### config.mk
export PLATFORM = sky130hd
export DESIGN_NAME = led_status_driver
export DESIGN_NICKNAME = d
export VERILOG_FILES = /design/src/rtl/led_status_driver.sv
export SDC_FILE = /design/constraint.sdc
export NUM_CORES = 1
export LEC_CHECK = 0
export BUFFER_PORTS_ARGS = -buffer_cell sky130_fd_sc_hd__buf_2
export CORE_AREA = 2 2 85 87
export DETAILED_ROUTE_END_ITERATION = 10
export DIE_AREA = 0 0 87 89
export PLACE_DENSITY = 0.72
export SYNTH_ARGS = -nofsm -noshare
export SYNTH_HDL_FRONTEND = slang
export SYNTH_SLANG_ARGS = --single-unit
### constraint.sdc
create_clock -name clk -period 2.2 [get_ports clk]
set_clock_uncertainty 0.05 [all_clocks]
set_input_delay 0.44 -clock clk [delete_from_list [all_inputs] [get_ports clk]]
set_output_delay 0.44 -clock clk [all_outputs]
set_load 0.005 [all_outputs]
### src/rtl/led_status_driver.sv
// led_status_driver
//   Drives three board LEDs from per-channel modes. Each channel can be off,
//   on, blinking on a shared phase, or flashing on status events through a
//   retriggerable pulse stretcher with a forced dark gap. A shared PWM gate
//   applies global brightness. Outputs are registered.
//
// Ports:
//   clk       system clock
//   rst_n     asynchronous active-low reset
//   mode_i    per-channel mode, [1:0]=led1 [3:2]=led2 [5:4]=led3
//             (00 off, 01 on, 10 blink, 11 event flash)
//   evt_i     single-cycle event strobes, bit n = channel n
//   bright_i  global brightness, duty = (bright_i+1)/2^PWM_BITS
//   led1..3   LED drives, active high
module led_status_driver #(
    parameter int TICK_DIV   = 50000,
    parameter int STRETCH_MS = 50,
    parameter int BLINK_MS   = 500,
    parameter int PWM_BITS   = 4
) (
    input  logic                clk,
    input  logic                rst_n,
    input  logic [5:0]          mode_i,
    input  logic [2:0]          evt_i,
    input  logic [PWM_BITS-1:0] bright_i,
    output logic                led1,
    output logic                led2,
    output logic                led3
);

    localparam int PRE_W = $clog2(TICK_DIV);
    localparam int CNT_W = $clog2(STRETCH_MS + 1);
    localparam int BLK_W = (BLINK_MS > 1) ? $clog2(BLINK_MS) : 1;

    localparam logic [PRE_W-1:0] PRE_MAX  = PRE_W'(TICK_DIV - 1);
    localparam logic [CNT_W-1:0] CNT_LOAD = CNT_W'(STRETCH_MS);
    localparam logic [CNT_W-1:0] CNT_ONE  = CNT_W'(1);
    localparam logic [BLK_W-1:0] BLK_MAX  = BLK_W'(BLINK_MS - 1);

    typedef enum logic [1:0] {
        S_IDLE = 2'd0,
        S_HOLD = 2'd1,
        S_GAP  = 2'd2
    } state_t;

    logic [PRE_W-1:0]    pre_q;
    logic [BLK_W-1:0]    blk_q;
    logic                phase_q;
    logic [PWM_BITS-1:0] pwm_q;
    logic                tick;
    logic                gate;

    state_t              state_q [3];
    state_t              state_d [3];
    logic [CNT_W-1:0]    cnt_q   [3];
    logic [CNT_W-1:0]    cnt_d   [3];
    logic [2:0]          pend_q, pend_d;
    logic [2:0]          raw;
    logic [2:0]          led_q;

    assign tick = (pre_q == PRE_MAX);
    assign gate = (pwm_q <= bright_i);

    // Shared time base, blink phase and PWM counter
    always_ff @(posedge clk or negedge rst_n) begin
        if (!rst_n) begin
            pre_q   <= '0;
            blk_q   <= '0;
            phase_q <= 1'b0;
            pwm_q   <= '0;
        end else begin
            pre_q <= tick ? '0 : pre_q + 1'b1;
            if (tick) begin
                if (blk_q == BLK_MAX) begin
                    blk_q   <= '0;
                    phase_q <= ~phase_q;
                end else begin
                    blk_q <= blk_q + 1'b1;
                end
            end
            pwm_q <= pwm_q + 1'b1;
        end
    end

    // Channel FSM state register
    always_ff @(posedge clk or negedge rst_n) begin
        if (!rst_n) begin
            for (int c = 0; c < 3; c++) begin
                state_q[c] <= S_IDLE;
                cnt_q[c]   <= '0;
            end
            pend_q <= '0;
        end else begin
            for (int c = 0; c < 3; c++) begin
                state_q[c] <= state_d[c];
                cnt_q[c]   <= cnt_d[c];
            end
            pend_q <= pend_d;
        end
    end

    // Channel FSM next state. The phase transition fires on the tick that
    // takes the counter from 1 to 0, so a span lasts STRETCH_MS ticks
    // measured from the load, which bounds it to at most STRETCH_MS*TICK_DIV.
    always_comb begin
        for (int c = 0; c < 3; c++) begin
            state_d[c] = state_q[c];
            cnt_d[c]   = cnt_q[c];
            pend_d[c]  = pend_q[c];
            if (mode_i[2*c +: 2] != 2'b11) begin
                state_d[c] = S_IDLE;
                cnt_d[c]   = '0;
                pend_d[c]  = 1'b0;
            end else begin
                case (state_q[c])
                    S_IDLE: begin
                        if (evt_i[c]) begin
                            state_d[c] = S_HOLD;
                            cnt_d[c]   = CNT_LOAD;
                        end
                    end
                    S_HOLD: begin
                        // Retrigger beats expiry
                        if (evt_i[c]) begin
                            cnt_d[c] = CNT_LOAD;
                        end else if (tick) begin
                            if (cnt_q[c] == CNT_ONE) begin
                                state_d[c] = S_GAP;
                                cnt_d[c]   = CNT_LOAD;
                            end else begin
                                cnt_d[c] = cnt_q[c] - 1'b1;
                            end
                        end
                    end
                    S_GAP: begin
                        if (tick && (cnt_q[c] == CNT_ONE)) begin
                            // An event arriving on the expiry cycle still counts
                            if (pend_q[c] || evt_i[c]) begin
                                state_d[c] = S_HOLD;
                                cnt_d[c]   = CNT_LOAD;
                                pend_d[c]  = 1'b0;
                            end else begin
                                state_d[c] = S_IDLE;
                                cnt_d[c]   = '0;
                            end
                        end else begin
                            if (tick) begin
                                cnt_d[c] = cnt_q[c] - 1'b1;
                            end
                            if (evt_i[c]) begin
                                pend_d[c] = 1'b1;
                            end
                        end
                    end
                    default: begin
                        state_d[c] = S_IDLE;
                        cnt_d[c]   = '0;
                        pend_d[c]  = 1'b0;
                    end
                endcase
            end
        end
    end

    // Per-channel raw level
    always_comb begin
        raw = '0;
        for (int c = 0; c < 3; c++) begin
            case (mode_i[2*c +: 2])
                2'b00:   raw[c] = 1'b0;
                2'b01:   raw[c] = 1'b1;
                2'b10:   raw[c] = phase_q;
                default: raw[c] = (state_q[c] == S_HOLD);
            endcase
        end
    end

    // Registered output
    always_ff @(posedge clk or negedge rst_n) begin
        if (!rst_n) begin
            led_q <= '0;
        end else begin
            led_q <= raw & {3{gate}};
        end
    end

    assign led1 = led_q[0];
    assign led2 = led_q[1];
    assign led3 = led_q[2];

endmodule
[Yosys cells after proc, flatten, opt, wreduce, memory -nomap -nowiden]
Cells that the tools add are included.
Widths: inputs -> output; s select.
Word-level totals
  ROM bits: 0
  output and inout bits: 3
  logic and storage cells: 169
  memory bits (writable): 0
  bits in latches: 0
  memories: 0
  register bits: 60
Operators by class
  reduce and logical (&&, ||, !) cells: 25
  mux-type cells: 71
  $lt $le $gt $ge: 1
  equal/unequal tests: 50
  shifts and indexed selects: 0
  $add $sub $neg: 6
  multiply operators: 0
  bitwise operators: 2
  divide/modulo/power cells: 0
Operators by type and width (number)
  $mux 6: 24
  $pmux 6 s3: 3
  $ne 4x4->1 const B: 12
  $ne 3x3->1 const B: 15
  $mux 2: 18
  $eq 6x1->1 const B: 3
  $pmux 2 s3: 3
  $reduce_and 3->1: 6
  $sub 6x1->6 const B: 3
  $add 16x1->16 const B: 1
  $eq 16x16->1 const B: 1
  $mux 16: 1
  $mux 1: 15
  $reduce_and 5->1: 3
  $eq 2x1->1 const B: 6
  $eq 2x2->1 const B: 6
  $logic_not 2->1: 6
  $add 9x1->9 const B: 1
  $eq 9x9->1 const B: 1
  $mux 9: 1
  $pmux 1 s3: 3
  $ne 2x1->1 const B: 3
  $ne 2x2->1 const B: 3
  $pmux 1 s2: 3
  other kinds (8): 14

[Logic depth before layout (Yosys ltp)]
  word-level depth: 6
  depth in mapped cells: 8
  depth with buffers taken out: 8

[Worst setup path before layout]
Ideal clock, no wire load.
  kind: register to register
  start: register pre_q[4]
  end: register cnt_q[17] in the netlist's numbering
  setup time: 131 ps
  arrival time: 1891 ps
  slack: 128 ps
  cell stages (with the launch flop): 8
  path through: dfrtp_1 nor4_4 nand3_2 or3_4 buf_6 o221a_2 o21ai_2 a21oi_1
On the way
  cells in the longest elaborated chain, start to end: 5
  elaborated cells between the ends (all ways): 8
  classes of those cells: eq/ne: 3; mux: 3; reduce/logical: 2
RTL lines
  start: declaration: line 46  | logic [PRE_W-1:0] pre_q;
  start signal: assignment: line 72  | pre_q <= tick ? '0 : pre_q + 1'b1;
  $eq 16x16->1 *: line 61  | assign tick = (pre_q == PRE_MAX);
  $logic_and 1x1->1: line 136  | if (tick && (cnt_q[c] == CNT_ONE)) begin
  $mux 6: line 136
  $pmux 6 s3: line 115  | case (state_q[c])
  $mux 6: line 110  | if (mode_i[2*c +: 2] != 2'b11) begin
  end signal: indexed assignment: line 96  | cnt_q[c] <= cnt_d[c];
  end: declaration: line 55  | logic [CNT_W-1:0] cnt_q [3];
Mark *: on every way between the ends. The rest lies on a longest branch, timed or not.
A chain may end at the register's enable or synchronous reset.

[Worst setup path after layout]
  start: register pre_q[12]
  end: register cnt_q[6] in the netlist's numbering
Same word-level chain as after synthesis.

==> flow_summary.html <==
<table>
<tr><th>Metric</th><th>Value</th></tr>
<tr><th colspan="2">Run status</th></tr>
<tr><td>Result of the run</td><td>complete, no violations</td></tr>
<tr><th colspan="2">Placed design</th></tr>
<tr><td>Placed Cells incl. Taps</td><td>521</td></tr>
<tr><td>Final weighted congestion in routability-driven placement</td><td>0.8608</td></tr>
<tr><td>Half-perimeter wire length after placement</td><td>5.880 mm</td></tr>
<tr><td>PortBufs</td><td>17</td></tr>
<tr><th colspan="2">Synthesis</th></tr>
<tr><td>Average cell area after synthesis</td><td>8.999 µm²</td></tr>
<tr><td>Adder-cell area share of the yosys netlist</td><td>0.04398</td></tr>
<tr><td>Primary FF master, synth</td><td>dfrtp_1</td></tr>
<tr><td>Number of flops mapped to enable cells by yosys</td><td>0</td></tr>
<tr><td>Sequential-to-total area share from yosys stat</td><td>0.4060</td></tr>
<tr><td>Warnings, synthesis</td><td>0</td></tr>
<tr><td>Portion of netlist area occupied by mux cells</td><td>0.008457</td></tr>
<tr><td>Compound-gate portion of the synthesized area</td><td>0.2006</td></tr>
<tr><td>Async set-reset flop share out of synthesis</td><td>1.000</td></tr>
<tr><td>Synthesized netlist net count</td><td>439</td></tr>
<tr><td>Post-synthesis cell type count</td><td>70</td></tr>
<tr><td>Share of synthesized cell area in and, or, nand and nor gates</td><td>0.2615</td></tr>
<tr><td>Area of the mapped netlist</td><td>0.003699 mm²</td></tr>
<tr><td>Largest family of logic cells by synthesized area</td><td>simple AND/OR/NAND/NOR gates</td></tr>
<tr><td>Register bit total from synthesis</td><td>60</td></tr>
<tr><td>Post-synthesis share of cell area spent on xor and xnor gates</td><td>0.04736</td></tr>
<tr><td>Gate Count Post-Synth</td><td>411</td></tr>
<tr><th colspan="2">Timing</th></tr>
<tr><td>Max Freq</td><td>0.4693 GHz</td></tr>
<tr><td>Fin crit period</td><td>2.131 ns</td></tr>
<tr><td>Setup total negative slack</td><td>0 ns</td></tr>
<tr><td>Ratio of final minimum period to clock period</td><td>0.9687</td></tr>
<tr><td>Hold WS</td><td>0.03371 ns</td></tr>
<tr><td>Number of hold violations in the final report</td><td>0</td></tr>
<tr><td>Worst Max-Slew Pin Slew</td><td>0.5030 ns</td></tr>
<tr><td>Count of final setup violators</td><td>0</td></tr>
<tr><td>Setup repair after global routing missed its margin</td><td>true</td></tr>
<tr><td>Slew Limit Fails</td><td>0</td></tr>
<tr><td>Worst-case headroom to the max-slew limit</td><td>0.6636</td></tr>
<tr><th colspan="2">Routing</th></tr>
<tr><td>Post-detailed-routing wire length</td><td>8.296 mm</td></tr>
<tr><td>Via/cell ratio</td><td>6.081</td></tr>
<tr><td>Post-route antenna net violation count</td><td>0</td></tr>
<tr><td>Average wire length per cell after detail routing</td><td>15.28 µm</td></tr>
<tr><td>Initial DRC count</td><td>202</td></tr>
<tr><td>DRT Pass-1 Iters</td><td>5</td></tr>
<tr><td>Number of vias after detailed routing</td><td>3302</td></tr>
<tr><td>Count of unresolved DRC violations after routing</td><td>0</td></tr>
<tr><th colspan="2">Clock network</th></tr>
<tr><td>Maximum level of the CTS H-tree</td><td>3</td></tr>
<tr><td>Root Buffer</td><td>clkbuf_8</td></tr>
<tr><td>Bufs on Longest Clock Path</td><td>2</td></tr>
<tr><td>Hold-fix buffers, CTS</td><td>0</td></tr>
<tr><td>Number of clock sinks</td><td>60</td></tr>
<tr><td>Clk Latency, worst-skew pair</td><td>0.34 ns</td></tr>
<tr><td>CTS Buf Count</td><td>9</td></tr>
<tr><td>Worst-path clk slew</td><td>0.07 ns</td></tr>
<tr><td>CTS tree</td><td>built</td></tr>
<tr><th colspan="2">Finish</th></tr>
<tr><td>Number of cells in the finished layout apart from fillers</td><td>543</td></tr>
<tr><td>Fraction of final layout cells sized beyond drive strength 1</td><td>0.1987</td></tr>
<tr><td>Post-layout utilization of the core</td><td>0.6330</td></tr>
<tr><td>Antenna fix cells</td><td>0</td></tr>
<tr><td>Top library cells by usage in the layout, fill and taps aside</td><td>dfrtp_1 (59), nor2_1 (42), nand2_1 (39), a21oi_1 (31), buf_4 (28)</td></tr>
<tr><td>Final net count</td><td>487</td></tr>
<tr><td>Area growth syn-to-layout</td><td>14.99%</td></tr>
<tr><td>Most common cell after layout, fill and taps aside</td><td>dfrtp_1</td></tr>
<tr><th colspan="2">Floorplan</th></tr>
<tr><td>Initial core utilization</td><td>0.5505</td></tr>
<tr><td>Core region area</td><td>0.006719 mm²</td></tr>
<tr><td>Die W</td><td>87 µm</td></tr>
<tr><td>Die height</td><td>89 µm</td></tr>
<tr><td>Die area</td><td>0.007743 mm²</td></tr>
<tr><td>Row count</td><td>30</td></tr>
<tr><td>Ports</td><td>18</td></tr>
<tr><th colspan="2">Power and ir drop</th></tr>
<tr><td>Clock power frac</td><td>0.374</td></tr>
<tr><td>Leakage Power</td><td>0.001930 µW</td></tr>
<tr><td>Sw Share</td><td>0.2632</td></tr>
<tr><td>Switching power of the nets</td><td>577.8 µW</td></tr>
<tr><td>Power density relative to cell area</td><td>516.1 mW/mm²</td></tr>
<tr><td>Pint</td><td>1617 µW</td></tr>
<tr><td>Max VDD drop</td><td>279.5 µV</td></tr>
<tr><td>Share of power burned in combinational logic</td><td>0.102</td></tr>
<tr><td>Power after layout</td><td>2195 µW</td></tr>
<tr><td>Relative contribution of sequential cells to total power</td><td>0.524</td></tr>
<tr><th colspan="2">Min path</th></tr>
<tr><td>Class of the worst hold path</td><td>in2async</td></tr>
<tr><th colspan="2">Global routing</th></tr>
<tr><td>Number of antenna violations at the first check in global routing</td><td>0</td></tr>
<tr><td>Maximum number of pins on one net before global-route repair</td><td>61</td></tr>
<tr><td>Aggregate global routing overflow</td><td>0</td></tr>
<tr><td>Total global routing track utilization</td><td>0.2266</td></tr>
<tr><td>Global-route wire length before repair</td><td>13.92 mm</td></tr>
<tr><td>Number of global-route vias before repair</td><td>3040</td></tr>
<tr><th colspan="2">Critical path</th></tr>
<tr><td>Worst setup path class</td><td>reg2reg</td></tr>
<tr><td>Max Fanout on Critical Path</td><td>10</td></tr>
<tr><td>CP endpoint kind</td><td>flop</td></tr>
<tr><td>Required time of the critical path</td><td>2.42 ns</td></tr>
<tr><td>Crit start category</td><td>flop</td></tr>
<tr><td>Data arrival time at the worst-slack endpoint</td><td>2.35 ns</td></tr>
<tr><th colspan="2">Flow run</th></tr>
<tr><td>Number of max-cap violations</td><td>0</td></tr>
</table>
-- synthesized netlist by cell type, drive strengths merged, types with 4 or more instances --
library cell,n,area [µm²]
dfrtp,60,1501
nor2,42,157.7
nand2,41,158.9
a21oi,32,171.4
nand3,28,145.1
inv,18,67.56
o21ai,18,93.84
nor3,14,80.08
ha,13,162.7
and3,11,71.31
nand2b,11,68.82
xnor2,10,87.58
xor2,10,87.58
a31oi,8,50.05
clkbuf,6,22.52
or3,6,43.79
nand4,5,37.53
nor2b,5,31.28
o22ai,5,31.28
nor3b,4,30.03
o41ai,4,50.05
-- kinds of logic after synthesis --
| group | count (synthesis) |
|---|---|
| flip-flops | 60 |
| buffers and inverters | 27 |
| AO/OA/AOI/OAI | 107 |
| XOR/XNOR | 20 |
| adder cells (fa/ha/maj) | 13 |
| AND/OR/NAND/NOR | 181 |
| multiplexers | 3 |
-- stage by stage --
stage / instance area, µm² / worst slack, ns
global route: 4253 / -0.1076
global placement: 4010 / 0.08348
CTS: 4160 / 0.01760
finish: 4253 / 0.06895
floorplan: 3699 / 0.1280
detailed placement: 4010 / 0.03812
-- power groups by stage --
| stage | registers [µW] | clock network (µW) | logic, µW |
|---|---|---|---|
| after floorplan | 1160 | 0 | 145 |
| after global placement | 1170 | 0 | 212 |
| after detailed placement | 1170 | 0 | 216 |
| after CTS | 1150 | 840 | 218 |
| after global routing | 1150 | 887 | 252 |
| final | 1150 | 820 | 224 |
-- final cells by class --
class                           instances  area (µm²)
Clock inverter                          3       15.01
Timing Repair Buffer                   46       315.3
Sequential cell                        60        1503
Clock buffer                           12       135.1
Inverter                               18       67.56
Multi-Input combinational cell        324        2117
Fill cell                             566        2466
Tap cell                               80       100.1
-- critical path, stage by stage, from the launching register on --
cell	delay (ns)
dfrtp_1	0.42
nor4_4	0.37
nand3_2	0.14
or3_4	0.47
or4_1	0.52
o21ai_1	0.08
-- registers in the layout (all words and copies together) (netlist names) --
signal,flops
blk_q,9
led_q,3
phase_q,1
pre_q,16
pwm_q,4
cnt_q,18
pend_q,3
state_q,6
-- path summary, 6_finish.rpt --
path	cells after the start	start	slack, ns	end
min in group clk	3	evt_i[0]	0.36	state_q[4]
setup reg to reg	5	pre_q[12]	0.07	cnt_q[6]
hold reg to reg	1	pwm_q[0]	0.44	pwm_q[0]
setup / recovery	5	pre_q[12]	0.07	cnt_q[6]
hold / removal	2	rst_n	0.03	blk_q[6]
max in group asynchronous	2	rst_n	1.78	pre_q[10]
-- metal layers --
metal | share of wire | track usage | vias to the layer above
li1 | - | - | 1602
met3 | 0.045 | 0.03509 | 15
met4 | 0.020 | 0.09801 | 0
met5 | 0 | 0 | -
met1 | 0.46 | 0.2966 | 1590
met2 | 0.47 | 0.3747 | 95
-- what timing repair did --
item,CTS,global route
buffers inserted,0,7
gates resized for setup,0,10
endpoints found under the setup margin,0,20
Note: power is estimated with default switching activity, not from simulation.
